$ cat config.mk
export PLATFORM = sky130hd
export DESIGN_NAME = muldiv_hilo_ctrl_flat
export DESIGN_NICKNAME = d
export VERILOG_FILES = /design/src/rtl/muldiv_pkg.sv /design/src/rtl/muldiv_hilo_ctrl_if.sv /design/src/rtl/muldiv_hilo_ctrl.sv /design/src/flat_wrapper.sv
export SDC_FILE = /design/constraint.sdc
export NUM_CORES = 1
export LEC_CHECK = 0
export BUFFER_PORTS_ARGS = -buffer_cell sky130_fd_sc_hd__buf_2
export CAP_MARGIN = 20
export CORE_MARGIN = 4
export CORE_UTILIZATION = 40
export CTS_CLUSTER_DIAMETER = 30
export DETAILED_ROUTE_END_ITERATION = 12
export PLACE_DENSITY_LB_ADDON = 0.2
export SLEW_MARGIN = 30
export SYNTH_ARGS = -nofsm -noshare
export SYNTH_HDL_FRONTEND = slang
export SYNTH_SLANG_ARGS = --single-unit
$ cat constraint.sdc
create_clock -name clk -period 4.83 [get_ports clk]
set_clock_uncertainty 0.05 [all_clocks]
set_input_delay 0.2415 -clock clk [delete_from_list [all_inputs] [get_ports clk]]
set_output_delay 0.2415 -clock clk [all_outputs]
set_load 0.03 [all_outputs]
$ cat src/rtl/muldiv_pkg.sv
// muldiv_pkg
//   Shared definitions for the HI/LO multiply/divide sequencer:
//   - request opcodes (MUH_*) carried on req_op
//   - sequencer state encoding
//   - small helpers that classify opcodes
package muldiv_pkg;

  typedef logic [2:0] muh_op_t;

  localparam muh_op_t MUH_MULT  = 3'd0;
  localparam muh_op_t MUH_MULTU = 3'd1;
  localparam muh_op_t MUH_DIV   = 3'd2;
  localparam muh_op_t MUH_DIVU  = 3'd3;
  localparam muh_op_t MUH_MTHI  = 3'd4;
  localparam muh_op_t MUH_MTLO  = 3'd5;

  // LO value produced by a divide by zero; HI receives the dividend
  localparam logic [31:0] DZERO_LO = 32'hFFFF_FFFF;

  typedef enum logic [2:0] {
    IDLE,
    MUL,
    DIV_SEND,
    DIV_WAIT,
    DZERO,
    DRAIN
  } muh_state_e;

  function automatic logic is_mul_op(input muh_op_t op);
    return (op == MUH_MULT) || (op == MUH_MULTU);
  endfunction

  function automatic logic is_div_op(input muh_op_t op);
    return (op == MUH_DIV) || (op == MUH_DIVU);
  endfunction

endpackage

$ cat src/rtl/muldiv_hilo_ctrl_if.sv
// muldiv_hilo_ctrl_if
//   Request handshake between the EX stage and the HI/LO sequencer.
//   req_valid  EX stage presents a request
//   req_ready  sequencer accepts on this edge when req_valid & req_ready
//   req_op     MUH_* opcode
//   req_src1   rs: dividend / multiplicand / MTHI,MTLO data
//   req_src2   rt: divisor / multiplier
//   master = EX stage side, slave = sequencer side.
interface muldiv_hilo_ctrl_if;
  import muldiv_pkg::*;

  logic        req_valid;
  logic        req_ready;
  muh_op_t     req_op;
  logic [31:0] req_src1;
  logic [31:0] req_src2;

  modport master (
    output req_valid,
    output req_op,
    output req_src1,
    output req_src2,
    input  req_ready
  );

  modport slave (
    input  req_valid,
    input  req_op,
    input  req_src1,
    input  req_src2,
    output req_ready
  );

endinterface

$ cat src/rtl/muldiv_hilo_ctrl.sv
// muldiv_hilo_ctrl
//   Sequencer for the multi-cycle multiply/divide resources behind EX.
//   Accepts one MULT/MULTU/DIV/DIVU/MTHI/MTLO request at a time, owns the
//   architectural HI/LO registers, drives the external divider over its
//   stream handshake, counts multiplier latency, and cancels or drains
//   in-flight work on a pipeline flush.
// Ports
//   clk, resetn          clock (rising edge), async active-low reset
//   req                  request handshake (slave modport)
//   flush                pipeline flush, cancels the held request
//   mul_a/mul_b/mul_signed   multiplier operands, registered at accept
//   mul_prod             product, valid MUL_LAT cycles after accept
//   div_dividend/div_divisor/div_signed/div_tvalid/div_tready  divider input stream
//   div_dout/div_dout_tvalid   divider result {quotient, remainder}
//   hi, lo               architectural HI/LO
//   busy                 sequencer not idle (pipeline stall)
//   done                 one-cycle pulse once a MUL/DIV result lands in HI/LO
module muldiv_hilo_ctrl
  import muldiv_pkg::*;
#(
  parameter int MUL_LAT = 2
) (
  input  logic                clk,
  input  logic                resetn,
  muldiv_hilo_ctrl_if.slave   req,
  input  logic                flush,
  output logic [31:0]         mul_a,
  output logic [31:0]         mul_b,
  output logic                mul_signed,
  input  logic [63:0]         mul_prod,
  output logic [31:0]         div_dividend,
  output logic [31:0]         div_divisor,
  output logic                div_signed,
  output logic                div_tvalid,
  input  logic                div_tready,
  input  logic [63:0]         div_dout,
  input  logic                div_dout_tvalid,
  output logic [31:0]         hi,
  output logic [31:0]         lo,
  output logic                busy,
  output logic                done
);

  localparam logic [3:0] CNT_INIT = 4'(MUL_LAT - 1);

  muh_state_e  state, state_nx;
  logic [3:0]  cnt, cnt_nx;
  logic [31:0] hi_nx, lo_nx;
  logic [31:0] dz_src;
  logic        done_nx;
  logic        accept;

  assign req.req_ready = (state == IDLE) & ~flush;
  assign accept        = req.req_valid & req.req_ready;
  assign busy          = (state != IDLE);
  assign div_tvalid    = (state == DIV_SEND);

  // State, latency counter and the architectural HI/LO registers
  always_ff @(posedge clk or negedge resetn) begin
    if (!resetn) begin
      state <= IDLE;
      cnt   <= '0;
      hi    <= '0;
      lo    <= '0;
      done  <= 1'b0;
    end else begin
      state <= state_nx;
      cnt   <= cnt_nx;
      hi    <= hi_nx;
      lo    <= lo_nx;
      done  <= done_nx;
    end
  end

  // Next-state and HI/LO update; flush always wins over a same-cycle completion
  always_comb begin
    state_nx = state;
    cnt_nx   = cnt;
    hi_nx    = hi;
    lo_nx    = lo;
    done_nx  = 1'b0;
    case (state)
      IDLE: begin
        if (accept) begin
          case (req.req_op)
            MUH_MTHI:            hi_nx = req.req_src1;
            MUH_MTLO:            lo_nx = req.req_src1;
            MUH_MULT, MUH_MULTU: begin
              state_nx = MUL;
              cnt_nx   = CNT_INIT;
            end
            MUH_DIV, MUH_DIVU:   state_nx = (req.req_src2 == '0) ? DZERO : DIV_SEND;
            default:             ;
          endcase
        end
      end
      MUL: begin
        if (flush) begin
          state_nx = IDLE;
        end else if (cnt != '0) begin
          cnt_nx = cnt - 4'd1;
        end else begin
          {hi_nx, lo_nx} = mul_prod;
          done_nx        = 1'b1;
          state_nx       = IDLE;
        end
      end
      DIV_SEND: begin
        // Once tready is seen the divider owns the operands, so a flush must drain
        if (flush) begin
          state_nx = div_tready ? DRAIN : IDLE;
        end else if (div_tready) begin
          state_nx = DIV_WAIT;
        end
      end
      DIV_WAIT: begin
        if (flush) begin
          state_nx = div_dout_tvalid ? IDLE : DRAIN;
        end else if (div_dout_tvalid) begin
          lo_nx    = div_dout[63:32];
          hi_nx    = div_dout[31:0];
          done_nx  = 1'b1;
          state_nx = IDLE;
        end
      end
      DZERO: begin
        if (flush) begin
          state_nx = IDLE;
        end else begin
          hi_nx    = dz_src;
          lo_nx    = DZERO_LO;
          done_nx  = 1'b1;
          state_nx = IDLE;
        end
      end
      DRAIN: begin
        if (div_dout_tvalid) begin
          state_nx = IDLE;
        end
      end
      default: state_nx = IDLE;
    endcase
  end

  // Operand capture at accept; a zero divisor never reaches the divider
  always_ff @(posedge clk or negedge resetn) begin
    if (!resetn) begin
      mul_a        <= '0;
      mul_b        <= '0;
      mul_signed   <= 1'b0;
      div_dividend <= '0;
      div_divisor  <= '0;
      div_signed   <= 1'b0;
      dz_src       <= '0;
    end else if (accept) begin
      if (is_mul_op(req.req_op)) begin
        mul_a      <= req.req_src1;
        mul_b      <= req.req_src2;
        mul_signed <= (req.req_op == MUH_MULT);
      end
      if (is_div_op(req.req_op)) begin
        if (req.req_src2 != '0) begin
          div_dividend <= req.req_src1;
          div_divisor  <= req.req_src2;
          div_signed   <= (req.req_op == MUH_DIV);
        end else begin
          dz_src <= req.req_src1;
        end
      end
    end
  end

endmodule

$ cat src/flat_wrapper.sv
// flat-port wrapper written by rule: the top's interface ports become plain ports
module muldiv_hilo_ctrl_flat import muldiv_pkg::*;
#(
  parameter int MUL_LAT = 2
)
  (clk, resetn, flush, mul_a, mul_b, mul_signed, mul_prod, div_dividend, div_divisor, div_signed, div_tvalid, div_tready, div_dout, div_dout_tvalid, hi, lo, busy, done, req_req_valid, req_req_op, req_req_src1, req_req_src2, req_req_ready);
  muldiv_hilo_ctrl_if req_i ();
  input  logic clk;
  input  logic resetn;
  input  logic flush;
  output logic [31:0] mul_a;
  output logic [31:0] mul_b;
  output logic mul_signed;
  input  logic [63:0] mul_prod;
  output logic [31:0] div_dividend;
  output logic [31:0] div_divisor;
  output logic div_signed;
  output logic div_tvalid;
  input  logic div_tready;
  input  logic [63:0] div_dout;
  input  logic div_dout_tvalid;
  output logic [31:0] hi;
  output logic [31:0] lo;
  output logic busy;
  output logic done;
  input wire logic [$bits(req_i.req_valid)-1:0] req_req_valid;
  input wire logic [$bits(req_i.req_op)-1:0] req_req_op;
  input wire logic [$bits(req_i.req_src1)-1:0] req_req_src1;
  input wire logic [$bits(req_i.req_src2)-1:0] req_req_src2;
  output wire logic [$bits(req_i.req_ready)-1:0] req_req_ready;
  assign req_i.req_valid = req_req_valid;
  assign req_i.req_op = req_req_op;
  assign req_i.req_src1 = req_req_src1;
  assign req_i.req_src2 = req_req_src2;
  assign req_req_ready = req_i.req_ready;
  muldiv_hilo_ctrl #(.MUL_LAT(MUL_LAT)) u_core (.clk(clk), .resetn(resetn), .req(req_i), .flush(flush), .mul_a(mul_a), .mul_b(mul_b), .mul_signed(mul_signed), .mul_prod(mul_prod), .div_dividend(div_dividend), .div_divisor(div_divisor), .div_signed(div_signed), .div_tvalid(div_tvalid), .div_tready(div_tready), .div_dout(div_dout), .div_dout_tvalid(div_dout_tvalid), .hi(hi), .lo(lo), .busy(busy), .done(done));
endmodule
==> Yosys cells after proc, flatten, opt, wreduce, memory -nomap -nowiden <==
Cells that the tools add are included.
{ "classes": {"addsub": 1, "eq_ne": 23, "muxes": 39, "bitwise": 4, "n_reduce_logical": 19} }
{ "op_table": {"columns": ["cell", "count"], "rows": [
  ["$mux 32", 14],
  ["$pmux 32 s4", 2],
  ["$logic_not 32->1", 1],
  ["$reduce_bool 32->1", 1],
  ["$mux 3", 10],
  ["$mux 4", 4],
  ["$ne 2x2->1 const B", 8],
  ["$reduce_and 8->1", 2],
  ["$pmux 3 s5", 1],
  ["$eq 3x2->1 const B", 4],
  ["$eq 3x3->1 const B", 4],
  ["$pmux 4 s2", 1],
  ["$reduce_bool 4->1", 2],
  ["$eq 3x1->1 const B", 2],
  ["$logic_not 3->1", 2],
  ["$ne 3x3->1 const B", 2],
  ["$pmux 3 s2", 1],
  ["$reduce_and 3->1", 2],
  ["$mux 1", 5],
  ["$reduce_and 5->1", 1],
  ["$ne 2x1->1 const B", 2],
  ["$reduce_and 4->1", 1],
  ["$reduce_or 2->1", 2],
  ["$sub 4x1->4 const B", 1],
  ["other kinds (8)", 11]
]} }
{ "totals": {"ff_bits": 234, "input_bits": 201, "out_inout_bits": 198, "elab_cells": 98} }

==> Depth between registers and ports, before layout <==
Gate-level depths: netlist of the first run.
{ "logic_depth": {"ltp_word": 5, "ltp_mapped": 8} }

==> Worst setup path after synthesis of the first run <==
OpenSTA, ideal clock, no wires.
{ "synth_path": {"kind": "register to register", "startpoint": "register u_core.state[1]", "endpoint": "register u_core.dz_src[10]", "setup_time_ps": 125, "arrival_ps": 2034, "setup_slack_ps": 2621, "stages_incl_launch_ff": 7, "path_buffers": 1, "path_cell_list": "dfrtp_1 or4_4 inv_2 nand3_2 nor3_4 buf_4 mux2_2"} }
{ "synth_via": {"elab_chain_len": 4} }
{ "synth_lines": {"columns": ["element", "line_no", "source"], "rows": [
  ["start, declared", "muldiv_hilo_ctrl.sv:46", "muh_state_e state, state_nx;"],
  ["start signal, assigned", "muldiv_hilo_ctrl.sv:67", "state <= state_nx;"],
  ["$logic_not 3->1", "muldiv_hilo_ctrl.sv:53", "assign req.req_ready = (state == IDLE) & ~flush;"],
  ["$and 1x1->1", "muldiv_hilo_ctrl.sv:53", null],
  ["net req_req_ready", "flat_wrapper.sv:30", "output wire logic [$bits(req_i.req_ready)-1:0] req_req_ready;"],
  ["$and 1x1->1", "muldiv_hilo_ctrl.sv:54", "assign accept = req.req_valid & req.req_ready;"],
  ["$reduce_and 3->1 (no line)", null, null],
  ["end signal, assigned", "muldiv_hilo_ctrl.sv:167", "dz_src <= req.req_src1;"],
  ["end, declared", "muldiv_hilo_ctrl.sv:49", "logic [31:0] dz_src;"]
]} }
The timed path passes the listed nets, and every way through them passes these cells.
A chain may end at the register's enable or synchronous reset.

==> Final worst setup path of the first run <==
{ "layout_path": {"startpoint": "register u_core.state[1]", "endpoint": "register u_core.mul_b[24]"} }
{ "layout_via": {"elab_chain_len": 4} }
{ "layout_lines": {"columns": ["element", "line_no", "source"], "rows": [
  ["$logic_not 3->1", "muldiv_hilo_ctrl.sv:53", null],
  ["$and 1x1->1", "muldiv_hilo_ctrl.sv:53", null],
  ["$and 1x1->1", "muldiv_hilo_ctrl.sv:54", null],
  ["$reduce_and 2->1 (no line)", null, null],
  ["end signal, assigned", "muldiv_hilo_ctrl.sv:158", "mul_b <= req.req_src2;"],
  ["end, declared", "muldiv_hilo_ctrl.sv:28", "output logic [31:0] mul_b,"]
]} }
No other way between the ends.

==> summary.md, run 1 <==
| Metric | Value |
|---|---|
| Crit path required time | 5190 ps |
| Crit Path Category | reg -> reg |
| Die height | approximately 170 um |
| Worst hold endpoint | u_core.dz_src[22]$_DFFE_PN0P_ |
| Maxcap violations | 0 |
| GRT Util Overall | between 20% and 30% |
| Grt total ovfl | 0 |
| Cells after synthesis | 867 |
| Power density over the cells | 650 nW/um2 |
| Post-DP Area | between 10000 and 15000 um2 |
| Setup TNS | 0 ps |
| Largest net degree at the start of global routing | 104 |
| Post-Syn Area | between 10000 and 15000 um2 |
| CP Capture Type | register |
| DPL Wire Length | between 20000 and 25000 um |
| Die W | between 150 and 200 um |
| Synth unique cells | 47 |
| CP arrival | 3420 ps |
| # rows | 60 |
| Final instance count without filler cells | 1716 |
| Crit start category | register |
| Commonest non-fill, non-tap cell in the layout | buf_2 |
| Average size of a mapped cell | 12.6 um2 |
| Asr flop ratio synth | between 90% and 100% |
| Final setup vio count | 0 |
| Hold_buf cts | 64 |
| DR vias/cell | 5.45 |
| Synth-to-Final Area Change | 45.0% |
| # resized after CTS | 0 |
| First-pass GRT wire length | a little under 60000 um |
| Core area | 27000 um2 |
| Slew headroom | 42.1% |
| R2R depth | 4 |
| Worst IR Drop VDD | 0.000486 V |
| Vias in the first global route | 9758 |
| Total Nets Final | 1531 |
| GPL Wtd Cong | between 0.7 and 0.8 |
| Hold path depth | 2 |
| Initial Util | between 40% and 50% |
| Worst reg2reg setup slack | about 1800 ps |
| Port buffer count | between 300 and 400 |
| Die area | 30000 um2 |
| Tcrit/Tclk final | about 63% |
| Fin crit period | between 3000 and 4000 ps |
| End-of-flow core utilization | between 50% and 60% |
| Routed wire length | about 37000 um |
| Ys flop type | dfrtp_1 |
| Via count | 9359 |
| Crit path max fanout | 59 |
| RSZ-0062 raised after global routing | false |
| Pwr Total | about 10 mW |
| Leakage power | between 7 and 8 nW |
| Slew Limit Fails | 0 |
| Post-Syn Nets | ~1100 |
| Clock Latency Late Sink | 540 ps |
| First-pass DRT Iterations | 5 |
| Layout Cell Area excl Fill | approximately 16000 um2 |
| Post-DR wirelength/cell | ~22 um |
| Detail Route Antenna Nets | 0 |
| Worst hold start | req_req_src1[22] |
| Status | completed |
| Initial antenna violation count | 7 |
| Peak Freq | 0.328 GHz |
| Post-synth EDFFs | 0 |
| Most frequent cells in the layout | 397 x buf_2, 233 x dfrtp_1, 182 x mux2_2 |
| Layout cells sized above 1 | about 54% |
| R2r startpoint | u_core.state[1]$_DFFE_PN0P_ |
| Drt initial violations | between 500 and 600 |
| TritonCTS clock tree | done |
| Number of post-CTS setup repair buffers | 0 |
| Residual DRC count | 0 |
| Worst slew pin tran | between 800 and 900 ps |
| Post-synthesis register bit count | 234 |
| Clk buf depth | 3 |
| Io pins | roughly 400 |
| # fillers | between 2000 and 2500 |
| Num Clock Sinks | roughly 230 |
| Hold Crit Class | in -> reg |
| YS warnings | 0 |
| R2r endpoint | u_core.mul_b[24]$_DFFE_PN0P_ |
| Final-report hold violation count | 0 |
| Root cell of the clock tree | clkbuf_16 |
| Sequential area share after synthesis | a little over half |
| CTS Buf Count | between 50 and 60 |
| CTS H-tree lvls | 2 |
| Dpl cells | approximately 1500 |
| Clock Pin Slew Worst Setup and Hold Paths | approximately 50 ps |
[synthesized netlist by cell type (2+ instances only)]
cell type,count,share of area [%]
nand3_1,34,1.6
nor2b_1,5,0.29
nand2_1,69,2.4
o21ai_0,33,1.5
xor2_1,2,0.16
ha_1,2,0.23
mux2_1,2,0.21
a21oi_1,37,1.7
nand2b_1,3,0.17
o211ai_1,33,2.3
nor2_1,8,0.27
buf_4,3,0.21
nor4_1,9,0.52
nand4_1,4,0.23
mux2_2,182,19
dfrtp_1,234,54
buf_2,16,0.73
buf_1,4,0.14
a221oi_1,64,5.1
mux2_4,40,5.5
mux2i_1,2,0.18
clkbuf_1,42,1.4
buf_6,6,0.62
inv_1,7,0.24
nor3_1,4,0.18
[sequential cells by signal, indices dropped and copies added, names as in the netlist]
name                 flops
u_core.lo               32
u_core.div_dividend     32
u_core.div_signed        1
u_core.hi               32
u_core.mul_signed        1
u_core.dz_src           32
u_core.state             3
u_core.mul_a            32
u_core.div_divisor      32
u_core.done              1
u_core.cnt               4
u_core.mul_b            32
[power by group]
part	switching (mW)	leakage (nW)	internal, mW	total [mW]
registers	0.364	2.88	2.63	2.99
clock network	1.13	0.917	2.64	3.77
logic	2.29	3.82	1.26	3.54
[worst max-delay path by stage]
stage / slack (ps) / from / endpoint
3_3_place_gp: 1820 / u_core.state[1]$_DFFE_PN0P_ / u_core.mul_a[5]$_DFFE_PN0P_
2_1_floorplan: 2620 / u_core.state[1]$_DFFE_PN0P_ / u_core.dz_src[10]$_DFFE_PN0P_
4_1_cts: 1770 / u_core.state[1]$_DFFE_PN0P_ / u_core.mul_b[24]$_DFFE_PN0P_
5_1_grt: 1690 / u_core.state[1]$_DFFE_PN0P_ / u_core.mul_a[3]$_DFFE_PN0P_
3_5_place_dp: 1790 / u_core.state[1]$_DFFE_PN0P_ / u_core.mul_b[11]$_DFFE_PN0P_
6_report: 1780 / u_core.state[1]$_DFFE_PN0P_ / u_core.mul_b[24]$_DFFE_PN0P_
[through the flow]
stage | hold slack (ps) | setup slack [ps]
final | 34.1 | 1780
after global routing | 7.63 | 1690
after CTS | 7.44 | 1770
after detailed placement | 148 | 1790
after global placement | 397 | 1820
after floorplan | -104 | 2620
[cell type report]
class                   instances  area [um2]  area share, %
inverters                       9        33.8          0.213
clock buffers                  65        1440           9.10
well taps                     341         427           2.69
flip-flops and latches        234        5860           37.0
clock inverters                32         452           2.85
diodes                          5        12.5         0.0790
multi-input cells             553        4740           29.9
repair buffers                477        2880           18.2
[worst max-delay path, cell delays in order, from the launching register on]
cell and delay (ps):
dfrtp_4 720, or4_4 670, nor3_4 620, buf_12 360
mux2_2 400
[kinds of logic after synthesis]
kind of cell	synth area share (%)
flops	53.6
mux	24.6
compound gates	11.4
simple gates	6.44
buf+inv	3.45
xor+xnor	0.241
fa+ha+maj	0.229
[layer usage]
layer / global-route usage (%) / vias up / wire length (um)
met5: 0 / - / 25
met4: 7.45 / 4 / 993
met3: 5.69 / 72 / 2360
met2: 41.2 / 389 / 18800
met1: 30.2 / 4710 / 15000
li1: - / 4184 / -
Power figures use the tool's default switching activity.
==> inputs of run 2 (changes only) <==
Clock period 4.83 ns to 2.7 ns, I/O delays scaled along.
==> run 2 against run 1 <==
Critical path depth rose by 3. Total power up 80%. Hold slack got worse by 8.8 ps. Largest cell class unchanged.
==> summary.md, run 2 (synthesized netlist as in run 1, its figures left out) <==
| Metric | Value |
|---|---|
| Post-DR wirelength/cell | roughly 21 um |
| Die height | approximately 170 um |
| Number of post-CTS setup repair buffers | 0 |
| Crit start category | register |
| Vias in the first global route | about 10000 |
| Die area | approximately 30000 um2 |
| # rows | 60 |
| Crit path max fanout | between 40 and 50 |
| End-of-flow core utilization | approximately 63% |
| Worst slew pin tran | 640 ps |
| Initial antenna violation count | 5 |
| Clock Latency Late Sink | between 500 and 600 ps |
| Tcrit/Tclk final | 94.9% |
| DR vias/cell | about 5.4 |
| Final setup vio count | 0 |
| Multi-input gate area | roughly 4700 um2 |
| Core area | ~27000 um2 |
| Detail Route Antenna Nets | 0 |
| R2R depth | 7 |
| Crit path required time | a little over 3000 ps |
| First-pass GRT wire length | 60300 um |
| Layout cells sized above 1 | a little over 50% |
| RSZ-0062 raised after global routing | true |
| Residual DRC count | 0 |
| Critical Path Source | u_core.state[1]$_DFFE_PN0P_ |
| Num Clock Sinks | approximately 230 |
| Reg area | about 5900 um2 |
| GRT Util Overall | between 20% and 30% |
| Via count | between 9000 and 10000 |
| Peak Freq | between 0.3 and 0.4 GHz |
| Initial Util | between 40% and 50% |
| Slew headroom | 57.3% |
| Die W | 173 um |
| Worst reg2reg setup slack | around 140 ps |
| Clock Pin Slew Worst Setup and Hold Paths | around 50 ps |
| Grt total ovfl | 0 |
| Routed wire length | around 38000 um |
| Drt initial violations | 740 |
| Crit Path Category | reg -> reg |
| Hold Crit Class | in -> reg |
| Commonest non-fill, non-tap cell in the layout | buf_2 |
| Fin crit period | approximately 2600 ps |
| Maxcap violations | 0 |
| Slew Limit Fails | 0 |
| CP arrival | 2930 ps |
| TritonCTS clock tree | done |
| Worst IR Drop VDD | 0.000626 V |
| Final-report hold violation count | 0 |
| First-pass DRT Iterations | 5 |
| # fillers | 2125 |
| Power density over the cells | around 1100 nW/um2 |
| Leakage power | roughly 8.1 nW |
| Clk buf depth | 3 |
| Largest net degree at the start of global routing | 73 |
| CTS Buf Count | 55 |
| CTS H-tree lvls | 2 |
| Port buffer count | slightly below 400 |
| Most frequent cells in the layout | 397 x buf_2, 233 x dfrtp_1, 182 x mux2_2 |
| GPL Wtd Cong | between 0.7 and 0.8 |
| R2r startpoint | u_core.state[1]$_DFFE_PN0P_ |
| Total Nets Final | roughly 1600 |
| CP Capture Type | register |
| Worst hold margin | about 25 ps |
| Synth-to-Final Area Change | 55.0% |
| R2r endpoint | u_core.hi[19]$_DFFE_PN0P_ |
| Crit path to | u_core.hi[19]$_DFFE_PN0P_ |
| Io pins | 399 |
| Root cell of the clock tree | clkbuf_16 |
| Setup TNS | 0 ps |
| DPL Wire Length | about 25000 um |
| Status | completed |
==> run 2: changes by cell type in the layout (fill, tap and decap cells not counted), sizes merged <==
cell	change
buf	+14
bufinv	-3
clkbuf	+9
clkinv	-3
clkinvlp	+1
diode	-1
dlygate4sd3	+98
inv	-3
==> run 2: worst min-delay path by stage <==
stage                       startpoint                                 to  slack, ps  cells past startpoint
after global placement          resetn  u_core.div_divisor[0]$_DFFE_PN0P_         90                      1
after detailed placement        resetn       u_core.mul_a[23]$_DFFE_PN0P_         90                      1
after floorplan                 resetn          u_core.cnt[0]$_DFFE_PN0P_       -210                      0
final                     mul_prod[33]           u_core.hi[1]$_DFFE_PN0P_         30                      4
after CTS                 div_dout[23]          u_core.hi[23]$_DFFE_PN0P_        0.3                      4
after global routing       div_dout[8]           u_core.hi[8]$_DFFE_PN0P_         10                      4
==> run 2: critical path, stage by stage, from the launching register on <==
cell and delay [ps]:
dfrtp_4 450, buf_6 340, clkinv_1 140, buf_4 260, a221oi_1 220, o21ai_0 120
dlygate4sd3_1 580, mux2_2 260
==> run 2: layout make-up <==
class	count	share of cell area [%]
Antenna cell	4	0.0591
Clock buffer	74	9.26
Clock inverter	24	2.02
Inverter	9	0.199
Multi-Input combinational cell	553	28.0
Sequential cell	234	34.6
Tap cell	341	2.52
Timing Repair Buffer	589	23.3
==> run 2: through the flow <==
step	instance area (um2)	total power, mW	std cells	setup slack, ps
final	16900	18.6	1828	137
after global routing	16900	19.4	1828	-11.0
after CTS	16900	18.7	1824	17.2
after detailed placement	13400	11.7	1564	308
after global placement	13400	11.6	1564	378
after floorplan	10900	9.49	867	491
==> run 2: where the power goes <==
part,switching [mW],internal (mW)
Combinational,4.18,2.40
Sequential,0.611,4.71
Clock,2.00,4.70
==> run 2: repair_timing <==
action	in CTS	in global routing
hold buffers	162	0
gates resized for setup	0	2
endpoints found under the setup margin	0	7
hold endpoints to repair	288	0
==> run 2: metal layers <==
metal | routed length, um | vias up | track usage, % | share of wire [%]
met1 | 15600 | 4896 | 31.4 | 41
met2 | 18600 | 473 | 41.6 | 49
met5 | 11 | - | 0 | 0.029
met4 | 1440 | 2 | 10.1 | 3.8
met3 | 2640 | 94 | 5.82 | 6.9
li1 | - | 4416 | - | -
==> inputs of run 3 (changes only) <==
Settings changed: MAX_ROUTING_LAYER from default to met4.
==> run 3 against run 2 <==
Register-to-register slack improved by 60 ps. Die area unchanged. Hold slack improved by 1.2 ps. Via count about the same. First-iteration DRC count increased by 1.1%. Non-clock buffer count unchanged. Count of clock-buffer cells in the layout unchanged. Combinational power about the same. Worst setup slack improved by 58 ps. Global-route usage increased by 0.76 points. Sequential share of layout area about the same. Largest power group unchanged. Highest routed layer is now met4.
==> summary.md, run 3 (synthesized netlist as in run 1, its figures left out) <==
| Metric | Value |
|---|---|
| Clk network pwr share | 36.0% |
| PnR worst setup slack | 195 ps |
| Routed wire length | 38300 um |
| Worst IR Drop VDD | 0.000627 V |
| First-pass DRT Iterations | 5 |
| Gate power share | ~35% |
| Root cell of the clock tree | clkbuf_16 |
| TritonCTS clock tree | done |
| Crit start category | register |
| Tcrit/Tclk final | between 90% and 100% |
| CP arrival | 2870 ps |
| # rows | 60 |
| Clock Latency Late Sink | around 540 ps |
| Die area | 30000 um2 |
| Largest net degree at the start of global routing | 73 |
| Switching share of power | a little over a third |
| Number of post-CTS setup repair buffers | 0 |
| Core area | between 20000 and 30000 um2 |
| Final setup vio count | 0 |
| Part of the power in registers | around 29% |
| Slew Limit Fails | 0 |
| CTS H-tree lvls | 2 |
| Crit path required time | 3060 ps |
| Worst slew pin tran | around 570 ps |
| End-of-flow core utilization | approximately 63% |
| RSZ-0062 raised after global routing | false |
| Maxcap violations | 0 |
| Drt initial violations | 748 |
| Grt total ovfl | 0 |
| Die height | 173 um |
| Layout cells sized above 1 | 50.8% |
| Initial Util | 40.5% |
| Final instance count without filler cells | 1830 |
| Power density over the cells | 1100 nW/um2 |
| Via count | between 9000 and 10000 |
| Commonest non-fill, non-tap cell in the layout | buf_2 |
| Setup TNS | 0 ps |
| Synth-to-Final Area Change | 55.1% |
| Fin crit period | between 2000 and 3000 ps |
| Die W | ~170 um |
| GPL Wtd Cong | approximately 0.8 |
| Num Clock Sinks | ~230 |
| Most frequent cells in the layout | 397 x buf_2, 233 x dfrtp_1, 182 x mux2_2 |
| First-pass GRT wire length | between 60000 and 70000 um |
| Post-DR wirelength/cell | roughly 21 um |
| DR vias/cell | roughly 5.4 |
| Port buffer count | approximately 400 |
| CTS Buf Count | 55 |
| Layout Cell Area excl Fill | around 17000 um2 |
| P_int | between 10 and 15 mW |
| Hold Crit Class | in -> reg |
| Crit Path Category | reg -> reg |
| CP Capture Type | register |
| Total Nets Final | 1645 |
| Residual DRC count | 0 |
| DPL Wire Length | around 25000 um |
| Crit path max fanout | 41 |
| DP Worst Slack | 308 ps |
| Leakage power | between 8 and 9 nW |
| Clk buf depth | 3 |
| Peak Freq | about 0.4 GHz |
| Slew headroom | between 60% and 70% |
| Io pins | about 400 |
| Detail Route Antenna Nets | 0 |
| GRT Util Overall | 25.7% |
| Psw | between 6 and 7 mW |
| Status | completed |
| Initial antenna violation count | 6 |
| Vias in the first global route | ~10000 |
| Final-report hold violation count | 0 |
| Post-DP Area | 13400 um2 |
| Dpl cells | about 1600 |
| Clock Pin Slew Worst Setup and Hold Paths | about 50 ps |
==> run 3: cell types whose count changed in the layout (fill, tap and decap cells not counted) <==
cell and change:
buf_4 -1, diode_2 +2, buf_8 +1
==> run 3: path summary, 6_finish.rpt <==
path	endpoint	slack, ps	startpoint	cells after the start
setup / recovery	u_core.hi[19]$_DFFE_PN0P_	190	u_core.state[1]$_DFFE_PN0P_	7
hold / removal	u_core.hi[22]$_DFFE_PN0P_	30	mul_prod[54]	4
setup reg to reg	u_core.hi[19]$_DFFE_PN0P_	190	u_core.state[1]$_DFFE_PN0P_	7
hold reg to reg	u_core.lo[19]$_DFFE_PN0P_	440	u_core.lo[19]$_DFFE_PN0P_	1
max in group asynchronous	u_core.state[1]$_DFFE_PN0P_	1660	resetn	3
min in group asynchronous	u_core.mul_a[23]$_DFFE_PN0P_	90	resetn	2
==> run 3: worst max-delay path, stage by stage (launching register included) <==
cell and delay (ps):
dfrtp_4 460, buf_8 300, clkinv_1 130, buf_4 260, a221oi_1 220, o21ai_0 120, dlygate4sd3_1 580, mux2_2 260
==> run 3: per-stage QoR <==
step | power, mW | hold slack [ps]
2_1_floorplan | 9.49 | -211
3_3_place_gp | 11.6 | 88.5
3_5_place_dp | 11.7 | 87.8
4_1_cts | 18.7 | 0.301
5_1_grt | 19.4 | 9.66
6_report | 18.6 | 26.6
==> run 3: cell type report <==
class / count / area, um2
well taps: 341 / 427
flip-flops and latches: 234 / 5860
clock inverters: 24 / 343
diodes: 6 / 15.0
multi-input cells: 553 / 4740
clock buffers: 74 / 1570
inverters: 9 / 33.8
repair buffers: 589 / 3960
fillers: 2122 / 10000
==> run 3: metal layers <==
metal / vias to the layer above / track usage, % / share of wire, %
met3: 97 / 5.13 / 6.4
met1: 4897 / 32.0 / 41
met2: 470 / 41.4 / 48
li1: 4419 / - / -
met5: - / - / 0
met4: 0 / 10.2 / 3.8
==> run 3: what timing repair did <==
action                                  in CTS  in global routing
hold buffers                               162                  0
resized for setup                            0                  5
hold endpoints to repair                   288                  0
endpoints found under the setup margin       0                  7
==> run 3: power by group through the flow <==
stage | Sequential [mW] | Combinational (mW) | Clock (mW)
4_1_cts | 5.31 | 6.60 | 6.81
5_1_grt | 5.46 | 6.93 | 7.03
2_1_floorplan | 7.65 | 1.83 | 0
3_5_place_dp | 5.33 | 6.36 | 0
6_report | 5.32 | 6.58 | 6.70
3_3_place_gp | 5.32 | 6.30 | 0
